File: config.mk
export PLATFORM = sky130hd
export DESIGN_NAME = mul_dot_seq
export DESIGN_NICKNAME = d
export VERILOG_FILES = /design/src/rtl/mul_dot_seq.sv
export SDC_FILE = /design/constraint.sdc
export NUM_CORES = 1
export LEC_CHECK = 0
export CORE_MARGIN = 10
export CORE_UTILIZATION = 35
export DETAILED_ROUTE_END_ITERATION = 8
export MAX_ROUTING_LAYER = met4
export PLACE_DENSITY = 0.66
export SLEW_MARGIN = 25
export SYNTH_ARGS = -nofsm -noshare
export SYNTH_HDL_FRONTEND = slang
export SYNTH_SLANG_ARGS = --single-unit
File: constraint.sdc
create_clock -name clk -period 4.95 [get_ports clk]
set_input_delay 1.485 -clock clk [delete_from_list [all_inputs] [get_ports clk]]
set_output_delay 1.485 -clock clk [all_outputs]
set_load 0.01 [all_outputs]
File: src/rtl/mul_dot_seq.sv
// Dot-product sequencer: feeds operand pairs one at a time to a shared multiplier
// datapath, accumulates the returned products and hands the sum to a consumer.
module mul_dot_seq #(
    parameter int W       = 32,
    parameter int VEC_LEN = 4,
    parameter int ACC_W   = 72,
    parameter int TIMEOUT = 64
) (
    input  logic               clk,
    input  logic               reset,
    input  logic               in_valid,
    output logic               in_ready,
    input  logic [W-1:0]       a_in,
    input  logic [W-1:0]       b_in,
    output logic [W-1:0]       mul_a,
    output logic [W-1:0]       mul_b,
    output logic               mul_start,
    input  logic [2*W-1:0]     mul_product,
    input  logic               mul_done,
    output logic [ACC_W-1:0]   acc_out,
    output logic               out_valid,
    input  logic               out_ready,
    output logic               busy,
    output logic               err_timeout
);

    localparam int CNT_W = 8;
    localparam int TMO_W = $clog2(TIMEOUT + 1);
    localparam logic [CNT_W-1:0] VEC_C = CNT_W'(VEC_LEN);
    localparam logic [TMO_W-1:0] TMO_C = TMO_W'(TIMEOUT);

    typedef enum logic [2:0] {
        S_IDLE   = 3'd0,
        S_ISSUE  = 3'd1,
        S_WAIT   = 3'd2,
        S_ACCUM  = 3'd3,
        S_OUTPUT = 3'd4
    } state_t;

    state_t             state_q, state_d;
    logic [CNT_W-1:0]   count_q, count_d;
    logic [ACC_W-1:0]   acc_q, acc_d;
    logic [TMO_W-1:0]   tmo_q, tmo_d;
    logic [2*W-1:0]     prod_q, prod_d;
    logic [W-1:0]       mul_a_q, mul_a_d;
    logic [W-1:0]       mul_b_q, mul_b_d;
    logic               err_q, err_d;
    logic               in_ready_q, in_ready_d;
    logic               mul_start_q, mul_start_d;
    logic               out_valid_q, out_valid_d;
    logic               busy_q, busy_d;

    // Next-state, datapath and registered-output decode.
    always_comb begin
        state_d   = state_q;
        count_d   = count_q;
        acc_d     = acc_q;
        tmo_d     = tmo_q;
        prod_d    = prod_q;
        mul_a_d   = mul_a_q;
        mul_b_d   = mul_b_q;
        err_d     = err_q;

        case (state_q)
            S_IDLE: begin
                if (in_valid && in_ready_q) begin
                    mul_a_d = a_in;
                    mul_b_d = b_in;
                    if (count_q == {CNT_W{1'b0}}) begin
                        acc_d = {ACC_W{1'b0}};
                    end else begin
                        acc_d = acc_q;
                    end
                    state_d = S_ISSUE;
                end else begin
                    state_d = S_IDLE;
                end
            end
            S_ISSUE: begin
                tmo_d   = {TMO_W{1'b0}};
                state_d = S_WAIT;
            end
            S_WAIT: begin
                tmo_d = tmo_q + TMO_W'(1);
                // A done pulse on the final cycle still counts as in time.
                if (mul_done) begin
                    prod_d  = mul_product;
                    state_d = S_ACCUM;
                end else if (tmo_q + TMO_W'(1) == TMO_C) begin
                    err_d   = 1'b1;
                    acc_d   = {ACC_W{1'b0}};
                    count_d = {CNT_W{1'b0}};
                    state_d = S_IDLE;
                end else begin
                    state_d = S_WAIT;
                end
            end
            S_ACCUM: begin
                acc_d   = acc_q + ACC_W'(prod_q);
                count_d = count_q + CNT_W'(1);
                if (count_d == VEC_C) begin
                    state_d = S_OUTPUT;
                end else begin
                    state_d = S_IDLE;
                end
            end
            S_OUTPUT: begin
                if (out_valid_q && out_ready) begin
                    count_d = {CNT_W{1'b0}};
                    state_d = S_IDLE;
                end else begin
                    state_d = S_OUTPUT;
                end
            end
            default: begin
                state_d = S_IDLE;
            end
        endcase

        in_ready_d  = (state_d == S_IDLE);
        mul_start_d = (state_d == S_ISSUE);
        out_valid_d = (state_d == S_OUTPUT);
        busy_d      = (state_d != S_IDLE);
    end

    // State and datapath registers.
    always_ff @(posedge clk or negedge reset) begin
        if (!reset) begin
            state_q     <= S_IDLE;
            count_q     <= {CNT_W{1'b0}};
            acc_q       <= {ACC_W{1'b0}};
            tmo_q       <= {TMO_W{1'b0}};
            prod_q      <= {(2*W){1'b0}};
            mul_a_q     <= {W{1'b0}};
            mul_b_q     <= {W{1'b0}};
            err_q       <= 1'b0;
            in_ready_q  <= 1'b0;
            mul_start_q <= 1'b0;
            out_valid_q <= 1'b0;
            busy_q      <= 1'b0;
        end else begin
            state_q     <= state_d;
            count_q     <= count_d;
            acc_q       <= acc_d;
            tmo_q       <= tmo_d;
            prod_q      <= prod_d;
            mul_a_q     <= mul_a_d;
            mul_b_q     <= mul_b_d;
            err_q       <= err_d;
            in_ready_q  <= in_ready_d;
            mul_start_q <= mul_start_d;
            out_valid_q <= out_valid_d;
            busy_q      <= busy_d;
        end
    end

    assign in_ready    = in_ready_q;
    assign mul_start   = mul_start_q;
    assign mul_a       = mul_a_q;
    assign mul_b       = mul_b_q;
    assign acc_out     = acc_q;
    assign out_valid   = out_valid_q;
    assign busy        = busy_q;
    assign err_timeout = err_q;

endmodule

==> implementation parameters, run 1 <==
Parameter                              Value

Placed design
  GP Congestion    ~0.9
  Post-detail-place hpwl    27.9 mm
  Number of buffers inserted by port buffering    between 200 and 300
  Total instance count after detailed placement    1883
  Placed cell area    0.0155 sq mm

Timing
  Worst-case headroom to the max-slew limit    40.6%
  Count of pins over their slew limit    0
  Number of hold-slack violations in the final timing report    0
  Final period demand of the worst path    roughly 3800 ps
  Max Clk Rate    between 200 and 300 MHz
  Setup clock skew after layout    16.4 ps
  Tightest Pin Transition    just under 900 ps
  Share of the clock period used by the worst path after layout    about three quarters
  Worst hold margin    around 500 ps
  Total of endpoints with negative setup slack in the final report    0
  Setup repair after global routing missed its margin    false
  Final-layout setup total negative slack    0 ps

Floorplan
  Die Span Y    207 microns
  Core area    approximately 0.035 sq mm
  Die outline width    207 microns
  Num ports    roughly 270
  Area enclosed by the die boundary    ~0.043 sq mm
  Standard-cell rows    68
  Starting Density    35.5%

Final layout
  Synth-to-layout area growth    34.7%
  Proportion of layout cells with a drive suffix above 1    14.3%
  Post-layout net count    around 1700
  Cell area after layout    approximately 0.017 sq mm
  Final Non-Filler Cells    1938
  Most common cell after layout, fill and taps aside    sky130_fd_sc_hd__clkdlybuf4s50_1
  Commonest cells after routing, fill and taps aside    sky130_fd_sc_hd__clkdlybuf4s50_1 (272), sky130_fd_sc_hd__dfrtp_1 (223), sky130_fd_sc_hd__nand2_1 (141)

CTS
  Number of clock buffers inserted by TritonCTS    28
  Clock transition at the registers of the reported paths    60 ps
  Maximum level of the CTS H-tree    1
  Number of sinks driven by the clock tree    223
  Number of buffers on the longest clock path    3
  Root buffer cell    sky130_fd_sc_hd__clkbuf_16
  Worst-skew pair later-pin latency    between 500 and 600 ps
  CTS tree    yes
  Hold_buf cts    0
  Post-cts resize count    0
  Buffer count from post-CTS setup fixing    0

GRT
  Global-route congestion overflow total    0
  Met1 Track Usage GR    approximately a fifth
  Met2 layer usage reported by global route    about 27%
  Maximum number of pins on one net before global-route repair    a little over 90
  Initial antenna violation count    5
  Fraction of met3 tracks used by global routing    about 5.4%
  Overall global routing resource usage    roughly 17%
  Number of global-route vias before repair    10800
  Wire length of the first global-routing pass    59.0 mm
  Busiest layer in global routing    met2

Detailed routing
  Post-detailed-route DRC marker count    0
  Number of DRC markers in iteration 0    around 410
  Post-DR wirelength/cell    between 15 and 20 microns
  Antenna Nets Post-Route    0
  Via count of the routed design    10200
  Via/cell ratio    5.24
  Total iterations of the first detailed-routing run    5
  Overall routed net length    36.9 mm

Worst setup path
  Critical Path Sink Type    flop
  Required @ worst endpoint    around 5400 ps
  Critical path class    flop to flop
  Worst-path maximum fanout    5
  Critical Path Source Type    flop
  Worst path arrival time    approximately 4200 ps

Synthesis
  Post-Syn Area    about 0.012 sq mm
  Gate Count Post-Synth    roughly 1200
  Post-Synthesis Mean Instance Area    slightly above 10 sq um
  Seq cells post-synth    ~220
  Share of flip-flops with an asynchronous set or reset after synthesis    100%
  Ys Warns    0
  Post-synth top flop    sky130_fd_sc_hd__dfrtp_1
  Share of the yosys chip area belonging to registers    between 40% and 50%
  Synthesized netlist net count    1406
  Number of enable flip-flop cells after synthesis    0
  Unique cell type count in the Yosys netlist    slightly below 70

Pwr
  Leakage power    around 7.1 nW
  Power per standard cell area    802 mW/mm^2
  Largest voltage drop on the vdd net    0.419 mV

Outcome
  Outcome    completed

Run
  Total of max-cap violations    0

Hold path
  Worst min-delay path class    flop to flop
registers in the layout (all words and copies together) (netlist names):
signal	count
out_valid	1
mul_a	32
busy	1
count_q	8
mul_start	1
in_ready	1
prod_q	64
tmo_q	7
state_q	3
acc_out	72
mul_b	32
err_timeout	1
per-layer routing:
metal,share of wire (%),up-vias,routed length (microns)
met5,0,-,0
met4,2.6,0,950
met3,7.8,56,2870
met2,46,302,17000
met1,44,4908,16100
li1,-,4898,-
final timing paths:
check	start	slack [ps]	depth (start not counted)	to
min in group asynchronous	reset	930	1	prod_q[35]
max in group asynchronous	reset	3020	2	mul_b[28]
worst min register to register	err_timeout	500	1	err_timeout
worst min-delay path	err_timeout	500	1	err_timeout
worst max register to register	acc_out[0]	1200	12	acc_out[48]
worst max-delay path	acc_out[0]	1200	12	acc_out[48]
through the flow:
step,total power [mW],setup WS (ps),util [%]
2_1_floorplan,8.31,1760,-
3_3_place_gp,10.8,1160,44.8
3_5_place_dp,10.9,1120,44.8
4_1_cts,13.4,1200,47.8
5_1_grt,14.3,940,47.9
6_report,13.3,1200,47.9
Yosys cell counts, types with 3 or more instances:
cell                       number  area, sq um
sky130_fd_sc_hd__nand3_1       16         80.1
sky130_fd_sc_hd__nand2_1      142          533
sky130_fd_sc_hd__o41ai_1        3         26.3
sky130_fd_sc_hd__a22oi_1        6         45.0
sky130_fd_sc_hd__o31a_1         4         35.0
sky130_fd_sc_hd__o211ai_1       6         45.0
sky130_fd_sc_hd__a211oi_1       5         37.5
sky130_fd_sc_hd__o21bai_1      12         90.1
sky130_fd_sc_hd__a31o_2         3         26.3
sky130_fd_sc_hd__inv_1         21         78.8
sky130_fd_sc_hd__o31ai_1        3         22.5
sky130_fd_sc_hd__nand4_1       24          150
sky130_fd_sc_hd__dfrtp_1      223         5580
sky130_fd_sc_hd__a21o_1        30          225
sky130_fd_sc_hd__nor4_1         3         18.8
sky130_fd_sc_hd__nor3_1        15         75.1
sky130_fd_sc_hd__xnor2_1       38          333
sky130_fd_sc_hd__a211o_1        6         52.6
sky130_fd_sc_hd__nor4b_1        4         35.0
sky130_fd_sc_hd__o21ai_0      121          606
sky130_fd_sc_hd__buf_2          6         30.0
sky130_fd_sc_hd__nor2_1        47          176
sky130_fd_sc_hd__a21oi_1       93          465
sky130_fd_sc_hd__or3_1          9         56.3
sky130_fd_sc_hd__o21a_1         6         45.0
sky130_fd_sc_hd__a22o_1         4         35.0
sky130_fd_sc_hd__o21ai_1        7         35.0
sky130_fd_sc_hd__a21boi_0       5         37.5
sky130_fd_sc_hd__and3_1        15         93.8
sky130_fd_sc_hd__clkbuf_1      50          188
sky130_fd_sc_hd__a41oi_1        3         26.3
sky130_fd_sc_hd__xor2_1        26          228
sky130_fd_sc_hd__ha_1          68          851
sky130_fd_sc_hd__and2_1         5         31.3
sky130_fd_sc_hd__mux2_2       128         1440
sky130_fd_sc_hd__a31oi_1        6         37.5
critical path, stage by stage (launching register included):
cell and delay, ps:
sky130_fd_sc_hd__dfrtp_1 400, sky130_fd_sc_hd__ha_1 250, sky130_fd_sc_hd__fa_1 420, sky130_fd_sc_hd__a21o_1 200
sky130_fd_sc_hd__a221oi_2 370, sky130_fd_sc_hd__o21ai_1 170, sky130_fd_sc_hd__a21oi_1 310, sky130_fd_sc_hd__o41ai_1 240
sky130_fd_sc_hd__a221oi_2 470, sky130_fd_sc_hd__o211ai_1 230, sky130_fd_sc_hd__a311oi_1 300, sky130_fd_sc_hd__xor2_1 160
sky130_fd_sc_hd__o21ai_0 80
area by class of cell:
class	count	area, sq um
Tap cell	455	569
Timing Repair Buffer	283	2840
Inverter	21	78.8
Fill cell	3250	18000
Multi-Input combinational cell	901	6390
Clock buffer	37	815
Clock inverter	15	250
Sequential cell	223	5580
Antenna cell	3	7.51
logic make-up after synthesis:
logic type      after synthesis  synth area share [%]
compound gates              344                  17.4
xor+xnor                     64                  4.57
fa+ha+maj                    69                  7.10
buf+inv                      80                  2.53
flops                       223                  45.5
mux                         129                  11.8
simple gates                295                  11.1
power breakdown:
| part | internal (mW) | total [mW] | switching [mW] |
|---|---|---|---|
| clock | 1.47 | 2.32 | 0.848 |
| combinational | 3.54 | 7.57 | 4.02 |
| sequential | 2.70 | 3.38 | 0.684 |
| total | 7.71 | 13.3 | 5.55 |
No activity file was read; power rests on OpenSTA's default activity.
==> run 2, diff against run 1 <==
--- a/config.mk
+++ b/config.mk
@@ -9,7 +9,7 @@
 export CORE_UTILIZATION = 35
 export DETAILED_ROUTE_END_ITERATION = 8
 export MAX_ROUTING_LAYER = met4
-export PLACE_DENSITY = 0.66
+export PLACE_DENSITY = 0.68
 export SLEW_MARGIN = 25
 export SYNTH_ARGS = -nofsm -noshare
 export SYNTH_HDL_FRONTEND = slang
==> constraint.sdc (replaced) <==
create_clock -name clk -period 3 [get_ports clk]
set_input_delay 0.9 -clock clk [delete_from_list [all_inputs] [get_ports clk]]
set_output_delay 0.9 -clock clk [all_outputs]
set_load 0.01 [all_outputs]
==> implementation parameters, run 2 (synthesis gave the netlist of run 1 again) <==
Parameter                              Value

Worst setup path
  RR Endpoint    acc_out[66] (was acc_out[48])
  Critical Path Sink Type    flop (unchanged)
  Worst path arrival time    3680 ps (was 4170 ps)
  Critical path class    flop to flop (unchanged)
  Cell type of the slowest stage on the worst timing path    sky130_fd_sc_hd__or3_4 (was sky130_fd_sc_hd__a221oi_2)
  Critical Path Source Type    flop (unchanged)
  Worst-path maximum fanout    5 (unchanged)
  Ordered cell list for the critical path    ha_4, nand4_1, or3_4, nor3_4, o21ai_4, a211o_1, a311oi_2, a31oi_4, or4_1, nand3_1 (was ha_1, fa_1, a21o_1, a221oi_2, o21ai_1, a21oi_1, o41ai_1, a221oi_2, o211ai_1, a311oi_1, xor2_1, o21ai_0)
  Register-to-Register Path Depth    10 (was 12)
  Slowest Stage Delay on Critical Path    450 ps (was 470 ps)
  Reg2Reg Launch Point    prod_q[33] (was acc_out[0])
  Required @ worst endpoint    3480 ps (was 5370 ps)
  Flop2flop setup slack    -200 ps (was 1200 ps)

Floorplan
  Area enclosed by the die boundary    0.0430 sq mm (unchanged)
  Die outline width    207 microns (unchanged)
  Core area    0.0345 sq mm (unchanged)
  Num ports    274 (unchanged)
  Standard-cell rows    68 (unchanged)
  Die Span Y    207 microns (unchanged)
  Starting Density    35.5% (unchanged)

Detailed routing
  Via/cell ratio    5.24 (about the same)
  Overall routed net length    40.2 mm (was 36.9 mm)
  Total iterations of the first detailed-routing run    5 (unchanged)
  Via count of the routed design    11200 (was 10200)
  Post-detailed-route DRC marker count    0 (unchanged)
  Antenna Nets Post-Route    0 (unchanged)
  Number of DRC markers in iteration 0    681 (was 414)
  Post-DR wirelength/cell    18.8 microns (was 19.1 microns)

CTS
  Root buffer cell    sky130_fd_sc_hd__clkbuf_16 (unchanged)
  Clock transition at the registers of the reported paths    60 ps (about the same)
  Maximum level of the CTS H-tree    1 (unchanged)
  Worst-skew pair later-pin latency    560 ps (was 570 ps)
  Number of sinks driven by the clock tree    223 (unchanged)
  Number of buffers on the longest clock path    3 (unchanged)
  CTS tree    yes (unchanged)
  Number of clock buffers inserted by TritonCTS    28 (unchanged)

Final layout
  Number of filler cells placed in the layout    3027 (was 3250)
  Cell area after layout    0.0186 sq mm (was 0.0165 sq mm)
  Utilization of the core after routing    53.9% (was 47.9%)
  Commonest cells after routing, fill and taps aside    sky130_fd_sc_hd__clkdlybuf4s50_1 (272), sky130_fd_sc_hd__dfrtp_1 (223), sky130_fd_sc_hd__buf_4 (200) (was sky130_fd_sc_hd__clkdlybuf4s50_1 (272), sky130_fd_sc_hd__dfrtp_1 (223), sky130_fd_sc_hd__nand2_1 (141))
  Largest register FFs    72 (unchanged)
  Proportion of layout cells with a drive suffix above 1    28.8% (was 14.3%)
  Post-layout net count    1864 (was 1660)
  Number of antenna diodes    0 (was 3)
  Most common cell after layout, fill and taps aside    sky130_fd_sc_hd__clkdlybuf4s50_1 (unchanged)
  Synth-to-layout area growth    51.9% (was 34.7%)

GRT
  Initial antenna violation count    0 (was 5)
  Met2 layer usage reported by global route    30.1% (was 27.3%)
  Met1 Track Usage GR    21.4% (was 20.3%)
  Global-route congestion overflow total    0 (unchanged)
  Fraction of met3 tracks used by global routing    5.43% (unchanged)
  Wire length of the first global-routing pass    62.9 mm (was 59.0 mm)
  Maximum number of pins on one net before global-route repair    77 (was 92)
  Busiest layer in global routing    met2 (unchanged)
  Overall global routing resource usage    18.2% (was 17.0%)
  Number of global-route vias before repair    11600 (was 10800)

Timing
  Setup clock skew after layout    28.5 ps (was 16.4 ps)
  Worst-case setup margin in the final layout    -204 ps (was 1200 ps)
  Count of pins over their slew limit    0 (unchanged)
  Share of the clock period used by the worst path after layout    107% (was 75.8%)
  Final-layout setup total negative slack    -816 ps (was 0 ps)
  Max Clk Rate    312 MHz (was 266 MHz)
  Total of endpoints with negative setup slack in the final report    7 (was 0)
  Final period demand of the worst path    3200 ps (was 3750 ps)
  Number of hold-slack violations in the final timing report    0 (unchanged)
  Tightest Pin Transition    717 ps (was 880 ps)
  Worst-case headroom to the max-slew limit    51.6% (was 40.6%)
  Setup repair after global routing missed its margin    true (was false)

Placed design
  Pre-CTS worst setup slack    -336 ps (was 1120 ps)
  Number of buffers inserted by port buffering    273 (unchanged)
  Post-detail-place hpwl    30.0 mm (was 27.9 mm)
  GP Congestion    0.923 (was 0.874)
  Placed cell area    0.0170 sq mm (was 0.0155 sq mm)

Outcome
  Outcome    complete, but fails checks (was completed)
  Violated checks    negative setup slack

Hold path
  Worst min-delay path class    input port to async pin (was flop to flop)

Run
  Total of max-cap violations    0 (unchanged)

Pwr
  Power per standard cell area    1400 mW/mm^2 (was 802 mW/mm^2)
  Largest voltage drop on the vdd net    0.685 mV (was 0.419 mV)
  Leakage power    8.17 nW (was 7.09 nW)
[run 2: per-layer routing]
metal,routed length (microns),part of all wire (%)
met1,16600,41
met2,19500,49
met3,3220,8.0
met4,835,2.1
met5,0,0
[run 2: worst max-delay path: cells and delay by family (launching register included)]
kind	cells	cell delay, ps
compound gates	4	990
flops	1	430
fa+ha+maj	1	300
simple gates	5	1410
[run 2: per-stage QoR]
stage               power (mW)  hold slack [ps]  cells
floorplan                 13.8              485   1204
global placement          20.7              448   2073
detailed placement        20.9              456   2073
CTS                       25.3              365   2130
global route              28.0              398   2139
finish                    26.1              360   2139
[run 2: worst max path at each step]
stage	slack, ps	cells past startpoint	to	from
4_1_cts	-120	13	acc_out[66]	acc_out[4]
5_1_grt	-300	10	acc_out[66]	prod_q[33]
2_1_floorplan	-40	12	acc_out[48]	acc_out[0]
3_3_place_gp	-280	12	acc_out[69]	prod_q[1]
3_5_place_dp	-340	12	acc_out[67]	prod_q[1]
6_report	-200	10	acc_out[66]	prod_q[33]
[run 2: power breakdown]
group	internal [mW]	total [mW]	switching, mW
combinational	8.75	17.0	8.28
sequential	4.45	5.53	1.08
clock	2.21	3.57	1.37
[run 2: area by class of cell]
type / count / area, sq um / area share (%)
clock inverters: 13 / 184 / 0.987
multi-input cells: 901 / 6970 / 37.4
flip-flops and latches: 223 / 5580 / 29.9
well taps: 455 / 569 / 3.05
inverters: 21 / 78.8 / 0.423
clock buffers: 39 / 802 / 4.30
repair buffers: 487 / 4450 / 23.9
[run 2: repair_timing]
item / 4_1_cts / 5_1_grt
pin swaps: 34 / 41
resized for setup: 45 / 79
hold buffers: 0 / 0
buffers inserted: 6 / 10
setup endpoints to repair: 29 / 68
